===== src/rtl/qea_state_unloader.sv =====
// Walks the QEA state RAM from address 0 and streams one complex amplitude per beat,
// tagged with its basis index. Define QEA_UNLOAD_SKIP_ZERO_EN to skip zero amplitudes.
module qea_state_unloader #(
  parameter int PE_NUM_WIDTH     = 2,
  parameter int PE_NUM           = 4,
  parameter int DATA_WIDTH       = 32,
  parameter int STATE_DATA_WIDTH = 64,
  parameter int STATE_ADDR_WIDTH = 16,
  parameter int MAX_QBIT_WIDTH   = 6,
  parameter int RD_LATENCY       = 1
) (
  input  logic                                     clk,
  input  logic                                     rst,
  input  logic                                     i_start,
  input  logic [MAX_QBIT_WIDTH-1:0]                i_qbit_num,
  output logic                                     o_state_ena,
  output logic [PE_NUM-1:0]                        o_state_wea,
  output logic [STATE_ADDR_WIDTH-1:0]              o_state_addra,
  input  logic [PE_NUM*STATE_DATA_WIDTH-1:0]       i_state_dout,
  output logic                                     o_amp_valid,
  input  logic                                     i_amp_ready,
  output logic [STATE_DATA_WIDTH-1:0]              o_amp_data,
  output logic [STATE_ADDR_WIDTH+PE_NUM_WIDTH-1:0] o_amp_index,
  output logic                                     o_amp_last,
  output logic                                     o_busy,
  output logic                                     o_done
);

  localparam int WORD_W = PE_NUM * STATE_DATA_WIDTH;
  localparam int CNT_W  = STATE_ADDR_WIDTH + 1;
  localparam logic [PE_NUM_WIDTH-1:0] LAST_LANE = PE_NUM_WIDTH'(PE_NUM - 1);

  if (STATE_DATA_WIDTH != 2 * DATA_WIDTH || PE_NUM != (1 << PE_NUM_WIDTH) ||
      RD_LATENCY < 1 || RD_LATENCY > 3) begin : g_bad_params
    $error("qea_state_unloader: inconsistent parameters");
  end

  typedef enum logic [1:0] {S_IDLE, S_RUN, S_FIN} state_t;

  state_t                      state_q, state_n;
  logic [CNT_W-1:0]            w_cnt, rd_addr;
  logic [RD_LATENCY-1:0]       rd_pipe;
  logic [STATE_ADDR_WIDTH-1:0] ret_addr, ret_addr_n;
  logic                        hold_valid, hold_valid_n, pf_valid, pf_valid_n;
  logic [WORD_W-1:0]           hold_word, hold_word_n, pf_word, pf_word_n;
  logic [STATE_ADDR_WIDTH-1:0] hold_addr, hold_addr_n, pf_addr, pf_addr_n;
  logic [PE_NUM_WIDTH-1:0]     lane, lane_n;
  logic [STATE_DATA_WIDTH-1:0] cur_amp;
  logic is_last, skip, amp_valid, xfer, adv, word_done, hold_free, ret_valid;
  logic flight_after, rd_issue;

  function automatic logic [CNT_W-1:0] word_count(input logic [MAX_QBIT_WIDTH-1:0] q);
    int qi;
    qi = int'(q);
    if (qi <= PE_NUM_WIDTH) return CNT_W'(1);
    if (qi >= STATE_ADDR_WIDTH + PE_NUM_WIDTH) return CNT_W'(1) << STATE_ADDR_WIDTH;
    return CNT_W'(1) << (qi - PE_NUM_WIDTH);
  endfunction

  // NOTE: every signal assigned in an always_comb gets a default first, so no path can infer a latch.
  always_comb begin
    cur_amp   = hold_word[WORD_W-1 - int'(lane)*STATE_DATA_WIDTH -: STATE_DATA_WIDTH];
    is_last   = hold_valid && (lane == LAST_LANE) &&
                ({1'b0, hold_addr} == w_cnt - CNT_W'(1));
`ifdef QEA_UNLOAD_SKIP_ZERO_EN
    skip      = hold_valid && (cur_amp == '0) && !is_last;
`else
    skip      = 1'b0;
`endif
    amp_valid = hold_valid && !skip;
    xfer      = amp_valid && i_amp_ready;
    adv       = xfer || skip;
    word_done = adv && (lane == LAST_LANE);
    hold_free = !hold_valid || word_done;
    ret_valid = rd_pipe[RD_LATENCY-1];

    hold_valid_n = hold_valid;
    hold_word_n  = hold_word;
    hold_addr_n  = hold_addr;
    pf_valid_n   = pf_valid;
    pf_word_n    = pf_word;
    pf_addr_n    = pf_addr;
    lane_n       = adv ? lane + 1'b1 : lane;
    ret_addr_n   = ret_valid ? ret_addr + 1'b1 : ret_addr;

    // Returning data bypasses the prefetch slot whenever the holding register drains this cycle.
    if (hold_free) begin
      if (pf_valid) begin
        hold_valid_n = 1'b1;
        hold_word_n  = pf_word;
        hold_addr_n  = pf_addr;
        pf_valid_n   = 1'b0;
      end else if (ret_valid) begin
        hold_valid_n = 1'b1;
        hold_word_n  = i_state_dout;
        hold_addr_n  = ret_addr;
      end else begin
        hold_valid_n = 1'b0;
      end
    end
    if (ret_valid && !(hold_free && !pf_valid)) begin
      pf_valid_n = 1'b1;
      pf_word_n  = i_state_dout;
      pf_addr_n  = ret_addr;
    end

    // Reads whose data lands on this edge no longer count as in flight.
    flight_after = o_state_ena;
    for (int i = 0; i < RD_LATENCY - 1; i++) flight_after |= rd_pipe[i];
    rd_issue = (state_q == S_RUN) && !pf_valid_n && !flight_after && (rd_addr < w_cnt);
  end

  always_comb begin
    state_n = state_q;
    case (state_q)
      S_IDLE:  if (i_start) state_n = S_RUN;
      S_RUN:   if (xfer && is_last) state_n = S_FIN;
      S_FIN:   state_n = S_IDLE;
      default: state_n = S_IDLE;
    endcase
  end

  // NOTE: sequential state uses non-blocking assignments so every register samples pre-edge values.
  always_ff @(posedge clk) begin
    if (rst) state_q <= S_IDLE;
    else     state_q <= state_n;
  end

  always_ff @(posedge clk) begin
    if (rst) begin
      w_cnt         <= '0;
      rd_addr       <= '0;
      rd_pipe       <= '0;
      ret_addr      <= '0;
      hold_valid    <= 1'b0;
      hold_word     <= '0;
      hold_addr     <= '0;
      pf_valid      <= 1'b0;
      pf_word       <= '0;
      pf_addr       <= '0;
      lane          <= '0;
      o_state_ena   <= 1'b0;
      o_state_addra <= '0;
    end else begin
      rd_pipe[0] <= o_state_ena;
      for (int i = 1; i < RD_LATENCY; i++) rd_pipe[i] <= rd_pipe[i-1];
      hold_valid <= hold_valid_n;
      hold_word  <= hold_word_n;
      hold_addr  <= hold_addr_n;
      pf_valid   <= pf_valid_n;
      pf_word    <= pf_word_n;
      pf_addr    <= pf_addr_n;
      lane       <= lane_n;
      if (state_q == S_IDLE && i_start) begin
        w_cnt         <= word_count(i_qbit_num);
        rd_addr       <= CNT_W'(1);
        ret_addr      <= '0;
        o_state_ena   <= 1'b1;
        o_state_addra <= '0;
      end else begin
        ret_addr    <= ret_addr_n;
        o_state_ena <= rd_issue;
        if (rd_issue) begin
          o_state_addra <= rd_addr[STATE_ADDR_WIDTH-1:0];
          rd_addr       <= rd_addr + 1'b1;
        end
      end
    end
  end

  assign o_state_wea = '0;
  assign o_amp_valid = amp_valid;
  assign o_amp_data  = hold_valid ? cur_amp : '0;
  assign o_amp_index = hold_valid ? {hold_addr, lane} : '0;
  assign o_amp_last  = is_last;
  assign o_busy      = (state_q != S_IDLE);
  assign o_done      = (state_q == S_FIN);

endmodule


===== config.mk =====
export PLATFORM = sky130hd
export DESIGN_NAME = qea_state_unloader
export DESIGN_NICKNAME = d
export VERILOG_FILES = /design/src/rtl/qea_state_unloader.sv
export SDC_FILE = /design/constraint.sdc
export NUM_CORES = 1
export LEC_CHECK = 0
export BUFFER_PORTS_ARGS = -buffer_cell sky130_fd_sc_hd__buf_2
export CORE_MARGIN = 2
export CORE_UTILIZATION = 45
export CTS_CLUSTER_SIZE = 30
export DETAILED_ROUTE_END_ITERATION = 8
export PLACE_DENSITY = 0.75
export SYNTH_ARGS = -nofsm -noshare
export SYNTH_HDL_FRONTEND = slang
export SYNTH_SLANG_ARGS = --single-unit

===== constraint.sdc =====
create_clock -name clk -period 3.54 [get_ports clk]
set_input_delay 0 -clock clk [delete_from_list [all_inputs] [get_ports clk]]
set_output_delay 0 -clock clk [all_outputs]
set_load 0.05 [all_outputs]

==> results.ini <==
[power_and_ir_drop]
ir_worst_vdd_uv=375.7
pwr-share-clk=0.431
switchingPower_w=0.003870
p_int_w=0.01184
power_density_nw_per_um2=455.2
p_leak_nw=12.28
pwr-share-seq=0.468
combPwrFrac=0.101
totalPowerFinal_w=0.01571
p_sw_frac=0.2463

[worst_setup_path]
critical_path.startpoint_type=flip-flop
critPathMaxStageDelay_ps=430
crit_required_ps=3540
end_kind=primary output
arrival_ps=3210
crit_path_cell_trace=inv_1 -> ha_1 -> nor3b_4 -> and3_1 -> a2bb2oi_1 -> a32oi_1 -> a311oi_1 -> and2_1 -> buf_2
cpLargestDelayFamily=simple AND/OR/NAND/NOR gates
path_max_fanout=8
critPathKind=flip-flop to primary output
crit_buf_inv=2
slowest_stage=a311oi_1

[synthesis]
synth_cells=3026
synth-seq-cells=618
synthFlopType=dfxtp_1
synth_top_family_by_area=simple AND/OR/NAND/NOR gates
synth_area_sq_um=26990
synth_edf_count=0
synth_largest_area_cell=dfxtp_1
ys_types=61
ys_top_cells_by_area=dfxtp_1, mux2i_1, nand2_1
yosysWarnings=0
synthSimpleGateAreaFrac=0.1682
synth_top_area_share=0.4583
synth_xor_area_frac=0.01298
synth_compound_area_frac=0.1477
syn_area_per_cell_sq_um=8.921
async_reset_ff_frac=0
ys_seq_area_frac=0.4583
synth_fa_ha_area_frac=0.01020
synthMuxAreaShare=0.1625

[cells_and_area]
multiInputGateArea_sq_um=13580
area_growth_pct=27.87
seqCellArea_sq_um=12380
drive_above_1_share=0.1646
stdcell_area_sq_um=34520
nFillCells=4856
nNetsFinal=3842

[sta]
finalWorstSetupSlack_ps=329.3
hold_viol=0
hold_slack_ps=142.3
fin_crit_ps=3211
maxSlewHeadroom=0.2901
grt_setup_unrepaired=no
fin_crit_sh=0.9070
max_freq_ghz=0.3115
finalMaxSlewViolations=0
final-setup-viol-count=0
totalNegativeSetupSlack_ps=0
tightest_slew_ps=1065
finClkSkew_ps=24.85

[routing]
first_iter_violations=1911
drt_first_pass_iters=7
viasPerCell=5.461
ant_nets=0
num_vias=23952
wl_per_cell_microns=17.88
totalWireLength_microns=78430
drc=0

[place]
place_area_sq_um=29340
io_buffer_count=368
gp_congestion=0.9195
place_hpwl_microns=45840
post-place-ws_ps=992.0

[cts]
postCtsSetupBuffers=0
clock_latency_ps=590
cts.sinks=618
htreeDepth=3
clock_path_buffers=3
clk_pin_slew_ps=60
root_buffer=clkbuf_16
cts_tree=done
cts_buffers=67

[floorplan]
row_count=89
die-height_microns=248.9
core_area_sq_um=59130
io_pins=373
start_util=0.4565
die_area_sq_um=61960
die_x_microns=248.9

[global_route]
grt_pass1_vias=23139
grt_pass1_wl_microns=124000
overflow=0
grt_max_degree=211
global_route.usage.total=0.2438
antenna_found_initial=12

[hold_path]
hold_class=primary input to flip-flop

[job]
drv_cap=0

[run_status]
outcome=finished, final reports clean

-- power groups by stage --
stage	registers [W]	logic [W]	clock network, W
6_report	0.00735	0.00158	0.00678
3_5_place_dp	0.00750	0.00130	0
4_1_cts	0.00735	0.00155	0.00690
5_1_grt	0.00737	0.00172	0.00720
3_3_place_gp	0.00749	0.00127	0
2_1_floorplan	0.00745	0.000884	0
-- placed cells by master (no fill, tap or decap), types with 3 or more instances in the layout --
cell type | Yosys | layout
buf_2 | 15 | 367
buf_4 | 7 | 23
and4_1 | 4 | 4
or3_1 | 6 | 6
a21oi_1 | 290 | 290
clkbuf_8 | 0 | 13
dlygate4sd3_1 | 0 | 302
inv_1 | 24 | 24
a21o_1 | 5 | 5
and3_1 | 4 | 4
nand2_1 | 585 | 585
dfxtp_1 | 618 | 614
and2_1 | 84 | 84
xnor2_1 | 19 | 19
clkbuf_16 | 0 | 70
mux2i_1 | 293 | 293
ha_1 | 22 | 22
o21ai_0 | 8 | 8
diode_2 | 0 | 10
nor2_1 | 326 | 325
nor4_1 | 4 | 4
or4_1 | 7 | 7
buf_12 | 0 | 15
nand3_1 | 22 | 22
a211oi_1 | 274 | 274
xor2_1 | 21 | 21
o211ai_1 | 7 | 7
o31ai_1 | 7 | 7
conb_1 | 1 | 4
dfxtp_4 | 0 | 3
clkbuf_1 | 216 | 18
o22ai_1 | 11 | 11
clkinv_2 | 0 | 10
nand4_1 | 9 | 9
nor2b_1 | 4 | 4
mux4_2 | 64 | 64
nor3_1 | 15 | 15
-- cells in the mapped netlist (2+ instances only) --
master and instances:
a211oi_1 274, a21o_1 5, a21oi_1 290, a311oi_1 2, and2_1 84, and3_1 4
and3b_1 2, and4_1 4, buf_1 14, buf_2 15, buf_4 7, clkbuf_1 216
dfxtp_1 618, ha_1 22, inv_1 24, mux2i_1 293, mux4_2 64, nand2_1 585
nand2b_1 3, nand3_1 22, nand3b_1 2, nand4_1 9, nor2_1 326, nor2b_1 4
nor3_1 15, nor4_1 4, o211ai_1 7, o21a_1 3, o21ai_0 8, o21ai_2 3
o22ai_1 11, o31ai_1 7, or2_2 2, or3_1 6, or4_1 7, xnor2_1 19
xor2_1 21
-- layout make-up --
type,count,area share
multi-input cells,2135,0.3934
flip-flops and latches,618,0.3588
repair buffers,708,0.1549
clock buffers,101,0.05789
well taps,773,0.02802
clock inverters,17,0.003697
inverters,24,0.002610
diodes,10,0.0007250
-- tightest hold or removal path, cell delays in order --
cell	delay (ps)
buf_2	130
nand2_1	60
a211oi_1	90
and3b_1	220
nand2_1	100
o21ai_0	80
-- layer usage --
metal  GRT usage  vias to the layer above  routed length, microns
met1      0.3240                    11268                   34580
met2      0.3955                      880                   36380
li1            -                    11607                       -
met4     0.09853                        4                    2741
met3     0.04033                      193                    4699
met5           0                        -                      24
-- flip-flops by register name, indices dropped and copies added, names as in the netlist --
| register | count |
|---|---|
| o_amp_valid | 1 |
| state_q | 2 |
| pf_valid | 1 |
| pf_addr | 16 |
| hold_word | 256 |
| rd_addr | 17 |
| ret_addr | 16 |
| pf_word | 256 |
| o_state_addra | 16 |
| o_state_ena | 1 |
| lane | 2 |
| rd_pipe | 1 |
| w_cnt | 17 |
| hold_addr | 16 |
-- kinds of logic after synthesis --
group                      after synthesis
AOI/OAI and AO/OA                      625
other                                    1
adders and majority gates               22
DFF                                    618
buffers and inverters                  276
and+or+nand+nor                       1086
muxes                                  358
xor gates and xnor gates                40
-- timing repair --
action                    4_1_cts  5_1_grt
hold buffers                  302        0
gates resized for setup         0        0
hold endpoints to repair      540        0
-- worst paths after layout --
| path | start | to | slack (ps) | depth (start not counted) |
|---|---|---|---|---|
| worst min-delay path | i_qbit_num[3] | w_cnt[8]$_SDFFE_PP0P_ | 140 | 6 |
| worst max-delay path | w_cnt[0]$_SDFFE_PP0P_ | o_amp_last | 330 | 9 |
| worst max register to register | lane[0]$_SDFFE_PP0P_ | pf_word[119]$_SDFFE_PP0P_ | 640 | 7 |
| worst min register to register | pf_word[14]$_SDFFE_PP0P_ | pf_word[14]$_SDFFE_PP0P_ | 450 | 2 |
-- metrics by stage --
stage / std cells / utilization
after floorplan: 3029 / -
after global placement: 3956 / 0.4963
after detailed placement: 3956 / 0.4963
after CTS: 4376 / 0.5833
after global routing: 4386 / 0.5838
final: 4386 / 0.5838
(Power assumes the default switching activity.)
